===== src/rtl/barrido_teclado.sv =====
// Keypad scanner/debouncer for the 4x4 hex keypad.
// Ports:
//   clk_i, reset_i (async, active high)
//   filas_i            rows, active low, async to clk_i
//   columnas_o         one-hot active-low column drive
//   cuenta_o           index of the driven column
//   dato_codificador_o encoded row of the accepted key
//   we_o               one-cycle strobe per accepted press
//   tecla_activa_o     high from accepted press to release
module barrido_teclado #(
    parameter int DIV_BARRIDO   = 10000,
    parameter int REBOTE_CICLOS = 100000
) (
    input  logic       clk_i,
    input  logic       reset_i,
    input  logic [3:0] filas_i,
    output logic [3:0] columnas_o,
    output logic [1:0] cuenta_o,
    output logic [1:0] dato_codificador_o,
    output logic       we_o,
    output logic       tecla_activa_o
);

    localparam int DW = $clog2(DIV_BARRIDO);
    localparam int RW = $clog2(REBOTE_CICLOS);

    typedef enum logic [1:0] {
        BARRIDO,
        VALIDANDO,
        PULSO,
        ESPERA_SOLTAR
    } estado_t;

    estado_t estado_q, estado_d;

    logic [3:0]    sync1_q;
    logic [3:0]    filas_s;
    logic [DW-1:0] dwell_q, dwell_d;
    logic [RW-1:0] reb_q, reb_d;
    logic [1:0]    cuenta_q, cuenta_d;
    logic [1:0]    dato_q, dato_d;
    logic          activa_q, activa_d;
    logic [3:0]    columnas_q;

    logic [1:0] fila_cod;
    logic       any_row;
    logic       dwell_fin;
    logic       reb_fin;

    assign any_row   = ~&filas_s;
    assign dwell_fin = (dwell_q == DW'(DIV_BARRIDO - 1));
    assign reb_fin   = (reb_q == RW'(REBOTE_CICLOS - 1));

    // Lowest-index active row wins.
    always_comb begin
        fila_cod = 2'd0;
        if (!filas_s[0])
            fila_cod = 2'd0;
        else if (!filas_s[1])
            fila_cod = 2'd1;
        else if (!filas_s[2])
            fila_cod = 2'd2;
        else if (!filas_s[3])
            fila_cod = 2'd3;
    end

    always_comb begin
        estado_d = estado_q;
        dwell_d  = dwell_q;
        reb_d    = reb_q;
        cuenta_d = cuenta_q;
        dato_d   = dato_q;
        activa_d = activa_q;
        unique case (estado_q)
            BARRIDO: begin
                if (dwell_fin) begin
                    dwell_d = '0;
                    if (any_row) begin
                        estado_d = VALIDANDO;
                        dato_d   = fila_cod;
                        reb_d    = '0;
                    end else begin
                        cuenta_d = cuenta_q + 2'd1;
                    end
                end else begin
                    dwell_d = dwell_q + 1'b1;
                end
            end
            VALIDANDO: begin
                // A changed or vanished row aborts and moves on.
                if (!any_row || fila_cod != dato_q) begin
                    reb_d    = '0;
                    estado_d = BARRIDO;
                    cuenta_d = cuenta_q + 2'd1;
                end else if (reb_fin) begin
                    reb_d    = '0;
                    estado_d = PULSO;
                    activa_d = 1'b1;
                end else begin
                    reb_d = reb_q + 1'b1;
                end
            end
            PULSO: begin
                reb_d    = '0;
                estado_d = ESPERA_SOLTAR;
            end
            ESPERA_SOLTAR: begin
                if (any_row) begin
                    reb_d = '0;
                end else if (reb_fin) begin
                    reb_d    = '0;
                    activa_d = 1'b0;
                    cuenta_d = cuenta_q + 2'd1;
                    estado_d = BARRIDO;
                end else begin
                    reb_d = reb_q + 1'b1;
                end
            end
            default: estado_d = BARRIDO;
        endcase
    end

    always_ff @(posedge clk_i or posedge reset_i) begin
        if (reset_i) begin
            sync1_q    <= 4'b1111;
            filas_s    <= 4'b1111;
            estado_q   <= BARRIDO;
            dwell_q    <= '0;
            reb_q      <= '0;
            cuenta_q   <= 2'd0;
            dato_q     <= 2'd0;
            activa_q   <= 1'b0;
            columnas_q <= 4'b1110;
        end else begin
            sync1_q    <= filas_i;
            filas_s    <= sync1_q;
            estado_q   <= estado_d;
            dwell_q    <= dwell_d;
            reb_q      <= reb_d;
            cuenta_q   <= cuenta_d;
            dato_q     <= dato_d;
            activa_q   <= activa_d;
            // Decoded from the next count so it moves with cuenta_o.
            columnas_q <= ~(4'b0001 << cuenta_d);
        end
    end

    assign columnas_o         = columnas_q;
    assign cuenta_o           = cuenta_q;
    assign dato_codificador_o = dato_q;
    assign we_o               = (estado_q == PULSO);
    assign tecla_activa_o     = activa_q;

endmodule

===== config.mk =====
export PLATFORM = sky130hd
export DESIGN_NAME = barrido_teclado
export DESIGN_NICKNAME = d
export VERILOG_FILES = /design/src/rtl/barrido_teclado.sv
export SDC_FILE = /design/constraint.sdc
export NUM_CORES = 1
export LEC_CHECK = 0
export CAP_MARGIN = 15
export CORE_MARGIN = 4
export CORE_UTILIZATION = 25
export DETAILED_ROUTE_END_ITERATION = 7
export GPL_TIMING_DRIVEN = 1
export MAX_ROUTING_LAYER = met4
export PLACE_DENSITY = 0.52
export SYNTH_ARGS = -nofsm -noshare
export SYNTH_HDL_FRONTEND = slang
export SYNTH_SLANG_ARGS = --single-unit

===== constraint.sdc =====
create_clock -name clk_i -period 2.07 [get_ports clk_i]
set_clock_uncertainty 0.05 [all_clocks]
set_input_delay 0.414 -clock clk_i [delete_from_list [all_inputs] [get_ports clk_i]]
set_output_delay 0.414 -clock clk_i [all_outputs]
set_load 0.005 [all_outputs]

==> results of run 1 <==
path summary, 6_finish.rpt:
kind / start / endpoint / slack [ps] / cells after the start
setup / recovery: dwell_q[0]$_DFFE_PP0P_ / reb_q[3]$_DFFE_PP0P_ / 110 / 6
hold / removal: sync1_q[0]$_DFF_PP1_ / filas_s[0]$_DFF_PP1_ / 310 / 0
setup reg to reg: dwell_q[0]$_DFFE_PP0P_ / reb_q[3]$_DFFE_PP0P_ / 110 / 6
hold reg to reg: sync1_q[0]$_DFF_PP1_ / filas_s[0]$_DFF_PP1_ / 310 / 0
max in group asynchronous: reset_i / reb_q[13]$_DFFE_PP0P_ / 1090 / 3
min in group asynchronous: reset_i / dato_codificador_o[1]$_DFFE_PP0P_ / 360 / 2
sequential cells by signal, summed over array words and instances (netlist names), named ones only:
register            cells
columnas_o              4
cuenta_o                2
dato_codificador_o      2
dwell_q                14
estado_q                1
filas_s                 4
reb_q                  17
sync1_q                 4
tecla_activa_o          1
cell usage after synthesis, drive strengths merged, types with 2 or more instances:
master	n
dfrtp	39
nand2	34
o21ai	26
nand3	14
nor2	14
dfstp	11
nand4	10
a21oi	8
inv	7
a31oi	6
buf	6
o211ai	6
xnor2	6
nor3	5
a22o	4
and4	4
nand2b	4
a32oi	3
and2	3
and3	3
clkbuf	3
mux2i	3
nor2b	3
nor4	3
o22ai	3
or2	3
or3	3
xor2	3
a31o	2
and4b	2
and4bb	2
ha	2
nor4b	2
o41ai	2
area by class of cell:
| cell class | count | share of cell area [%] |
|---|---|---|
| clock buffer | 6 | 2.558 |
| clock inverter | 2 | 0.3876 |
| inverter | 7 | 0.8140 |
| multi-input combinational | 196 | 39.19 |
| sequential | 50 | 39.26 |
| tap | 133 | 5.155 |
| timing repair buffer | 46 | 12.64 |
timing repair:
item | 4_1_cts | 5_1_grt
setup endpoints to repair | 3 | 21
gates resized for setup | 4 | 6
cloned | 0 | 0
pin swaps | 0 | 3
buffers inserted | 1 | 3
hold endpoints to repair | 0 | 0
logic make-up (layout without fill, tap and decap cells):
kind of cell | Yosys count | count (layout)
xor gates and xnor gates | 9 | 9
adders and majority gates | 2 | 2
muxes | 3 | 3
and+or+nand+nor | 112 | 112
buffers and inverters | 16 | 61
DFF | 50 | 50
AOI/OAI and AO/OA | 70 | 70
worst register-to-register path, cell delays in order, from the launching register on:
cell and delay, ps:
dfrtp_1 390, ha_1 240, and4bb_2 260, and4_1 230
a21oi_4 320, o21ai_0 160, a22o_1 210
where the power goes:
part / switching, mW / internal (mW) / total (mW) / leakage (nW)
combinational: 0.0282 / 0.0190 / 0.0472 / 0.618
clock: 0.345 / 0.270 / 0.615 / 0.0488
sequential: 0.00746 / 0.991 / 0.998 / 0.643
total: 0.381 / 1.28 / 1.66 / 1.31
metal layers:
layer | share of wire, % | track usage [%] | wire, um
met1 | 49 | 13.83 | 2867
met5 | 0 | - | 0
met3 | 3.0 | 2.408 | 176
met2 | 48 | 16.17 | 2803
met4 | 0.88 | 3.028 | 52
through the flow:
stage | setup WS, ps | hold slack [ps] | cell area, um2 | utilization, %
after floorplan | 104.5 | 295.2 | 2575 | -
after global placement | 46.56 | 296.9 | 3063 | 30.91
after detailed placement | 15.72 | 298.2 | 3063 | 30.91
after CTS | 9.221 | 313.4 | 3173 | 32.02
after global routing | 0.7039 | 314.6 | 3228 | 32.58
final | 110.7 | 311.8 | 3228 | 32.58
==> run metrics, run 1 <==
outcome=finished clean; vias in the first global route=2011; final wirelength=5899 um; total CTS buffers=5; Compound-Gate Fraction of Synth Area=18.85%; Syn-to-layout area delta=25.36%; register area=1267 um2; most frequent cells in the layout=dfrtp_1 (37), nand2_1 (33), buf_4 (29), o21ai_0 (22), clkdlybuf4s50_1 (15); CP Max Fanout=9; crit path cell chain=ha_1 -> and4bb_2 -> and4_1 -> a21oi_4 -> o21ai_0 -> a22o_1; crit start category=flop; largest net degree at the start of global routing=22; Slowest-stage cell, CP=dfrtp_1; GRT overflow=0; Yosys warnings=0; Nets=314; peak supply drop=231.0 uV; initial antenna violation count=0; CP required=2230 ps; Total GRT Usage=10.49%; Synth area leaders=dfrtp_1 (38%), dfstp_2 (11%), nand2_1 (5.0%), o21ai_0 (4.5%), nand3_1 (2.7%); multi-input logic area=1265 um2; # IOs=16; worst path arrival time=2120 ps; crit-path leading delay family=compound AO/OA/AOI/OAI gates; Main synth FF type=dfrtp_1; worst-margin pin slew=416.4 ps; slew margin rel.=71.98%; clk_lat worst skew=310 ps; clock root cell=clkbuf_8; Pwr Total=1.661 mW; critical path class=flop to flop; CTS tree=done; DRC=0; Cell Area, Synth=2575 um2; most common cell after layout, fill and taps aside=dfrtp_1; buffers and inverters on the worst path=0; first-pass GRT wire length=9715 um; Longest Clk Path Bufs=2; Yosys top cell area share=37.90%; hold crit path type=flop to flop; max frequency=0.5104 GHz; power per cell area=514.4 nW/um2; PortBufs=15; iteration count of the initial detailed-routing pass=4; mux cell area share after synthesis=1.166%; Net Count, Synth=270; Placer Congestion=0.8350; die footprint=11990 um2; Mapped Avg Cell Area=9.828 um2; DP HPWL=4178 um; Slew Limit Fails=0; vias=2142; FF+latch count, synth=50; Reg clk slew, reported paths=100 ps; Final Non-Filler Cells=440; RSZ-0062 raised after global routing=no; DRT antenna net count=0; sequential fraction of the synthesis area=49.13%; Clock Sinks=50; Critical Path End Type=flop; crit share post-route=94.65%; Synth Area in Adders=0.9718%; P_leak=1.310 nW; Die Wd=109.5 um; H-tree level count=2; CP max stage delay=390 ps; fraction of layout cells with a size suffix above 1=22.15%; Core Area=9910 um2; routed len/inst=13.41 um; Final min period=1959 ps; Post-synth EDFFs=0; Avg Vias per Cell=4.868; final hold vios=0; Yosys cell types=55; initial DRC count=115; row count=36; Post-Syn Instances=262; Synth Area in XOR/XNOR=3.061%; ANT cells=0; Vert. Die Dim=109.5 um; placed cell count=428; TNS Setup=0 ps; setup violators final=0; largest family of logic cells by synthesized area=simple AND/OR/NAND/NOR gates; FFs w/ async S/R, synth=100.0%; Starting Density=25.98%; cts hold-fix bufs=0; max-cap viol count=0; Synth area leader=dfrtp_1; Layout fillers=1034; Simple-Gate Fraction of Synth Area=23.62%
No activity file was read; power rests on OpenSTA's default activity.
==> run 2: changes to the inputs <==
Settings changed: CAP_MARGIN 15 to default.
==> results of run 2 <==
No change in the layout: final DEF, timing and power equal those of run 1.
==> run 3: changes to the inputs <==
Settings changed: CORE_ASPECT_RATIO from default to 1.2.
==> run 3 against run 2 <==
Net effect:
- sequential power hardly changed
- non-clock buffer count is 7 lower
- fmax about the same
- wire length is 0.14% lower
- combinational power shrank 7.0%
- total power up 11%
- sequential cell count unchanged
- register-to-register slack about the same
- worst hold slack lost 6.5 ps
- design area shrank 0.54%
- final cell count is 3.2% lower
- critical path type unchanged
- critical endpoint is now reb_q[10]$_DFFE_PP0P_
- highest routed layer unchanged
==> run metrics, run 3 (synthesis results as in run 1) <==
Avg Vias per Cell=5.103; clk_lat worst skew=290 ps; Total GRT Usage=10.31%; # IOs=16; hold crit path type=flop to flop; RSZ-0062 raised after global routing=yes; worst-margin pin slew=519.6 ps; Top reg by flops=reb_q; CP max stage delay=530 ps; Core Area=10060 um2; die footprint=11990 um2; Slowest-stage cell, CP=dfstp_2; CP startpoint=filas_s[2]$_DFF_PP1_; max-cap viol count=0; total CTS buffers=5; cts hold-fix bufs=0; worst hold start=sync1_q[1]$_DFF_PP1_; clock root cell=clkbuf_16; Clock Sinks=50; outcome=finished clean; crit start category=flop; ANT cells=0; first-pass GRT wire length=9977 um; slew margin rel.=65.04%; initial antenna violation count=0; most frequent cells in the layout=dfrtp_1 (38), nand2_1 (33), o21ai_0 (22), buf_4 (20), clkdlybuf4s50_1 (15); pre-CTS setup slack=14.77 ps; final hold slack=305.3 ps; PortBufs=15; setup violators final=0; peak supply drop=286.3 uV; vias=2174; Starting Density=25.60%; final hold vios=0; Design Area, Final=3211 um2; iteration count of the initial detailed-routing pass=4; Layout fillers=1027; fraction of layout cells with a size suffix above 1=20.33%; max frequency=0.5103 GHz; CTS tree=done; DRT antenna net count=0; setup ws final=110.3 ps; Vert. Die Dim=119.2 um; DRC=0; Slew Limit Fails=0; Pwr Total=1.843 mW; largest net degree at the start of global routing=51; crit share post-route=94.67%; crit path cell chain=and4bb_1 -> a211o_1 -> a41o_2 -> buf_6 -> a32oi_1 -> o21ai_1; DP HPWL=4141 um; most common cell after layout, fill and taps aside=dfrtp_1; CP required=2190 ps; worst path arrival time=2070 ps; row count=40; final wirelength=5891 um; Final min period=1960 ps; Reg clk slew, reported paths=70 ps; Syn-to-layout area delta=24.68%; post-layout util=31.92%; P_leak=1.303 nW; initial DRC count=77; Longest Clk Path Bufs=2; Placer Congestion=0.8098; Critical Path End Type=flop; Post-DP Area=3004 um2; TNS Setup=0 ps; vias in the first global route=2124; power per cell area=574.2 nW/um2; placed cell count=416; routed len/inst=13.83 um; biggest regs=reb_q: 17 flops, dwell_q: 14 flops; H-tree level count=2; CP Max Fanout=8; Die Wd=100.6 um; worst reg2reg startpoint=filas_s[2]$_DFF_PP1_; max reg flops=17; Nets=307; GRT overflow=0; critical path class=flop to flop; Final Non-Filler Cells=426
-- run 3: cell types whose count changed in the layout (fill, tap and decap cells not counted), sizes merged --
cell	delta
buf	-7
-- run 3: routing by layer --
layer	up-vias	global-route usage [%]	share of wire, %
li1	1051	-	-
met1	1084	13.04	44
met2	30	16.72	52
met3	9	2.285	3.4
met4	0	2.443	1.1
met5	-	-	0
-- run 3: timing repair --
action / in CTS / in global routing
resized for setup: 0 / 12
setup buffers: 0 / 1
setup endpoints to repair: 0 / 23
-- run 3: final timing paths --
path,endpoint,slack [ps],depth (start not counted)
setup / recovery,reb_q[10]$_DFFE_PP0P_,110,6
hold / removal,filas_s[1]$_DFF_PP1_,310,0
setup reg to reg,reb_q[10]$_DFFE_PP0P_,110,6
hold reg to reg,filas_s[1]$_DFF_PP1_,310,0
max in group asynchronous,columnas_o[2]$_DFF_PP1_,1240,3
min in group asynchronous,reb_q[1]$_DFFE_PP0P_,430,3
-- run 3: layout make-up --
class | instances | area (um2) | area share (%)
sequential | 50 | 1266 | 39.44
multi-input combinational | 196 | 1261 | 39.28
timing repair buffer | 39 | 356.6 | 11.11
tap | 126 | 157.7 | 4.910
clock buffer | 6 | 128.9 | 4.014
inverter | 7 | 26.28 | 0.8184
clock inverter | 2 | 13.76 | 0.4287
-- run 3: critical path, delay by kind of cell, from the launching register on --
family                 cells  cell delay, ps
buffers and inverters      1             150
AO/OA/AOI/OAI              4             890
AND/OR/NAND/NOR            1             200
flip-flops                 1             530
-- run 3: power breakdown --
group / leakage (nW) / internal, mW / switching (mW) / total [mW]
Clock: 0.0708 / 0.449 / 0.353 / 0.802
Combinational: 0.588 / 0.0169 / 0.0270 / 0.0439
Sequential: 0.645 / 0.991 / 0.00620 / 0.998
Total: 1.30 / 1.46 / 0.386 / 1.84
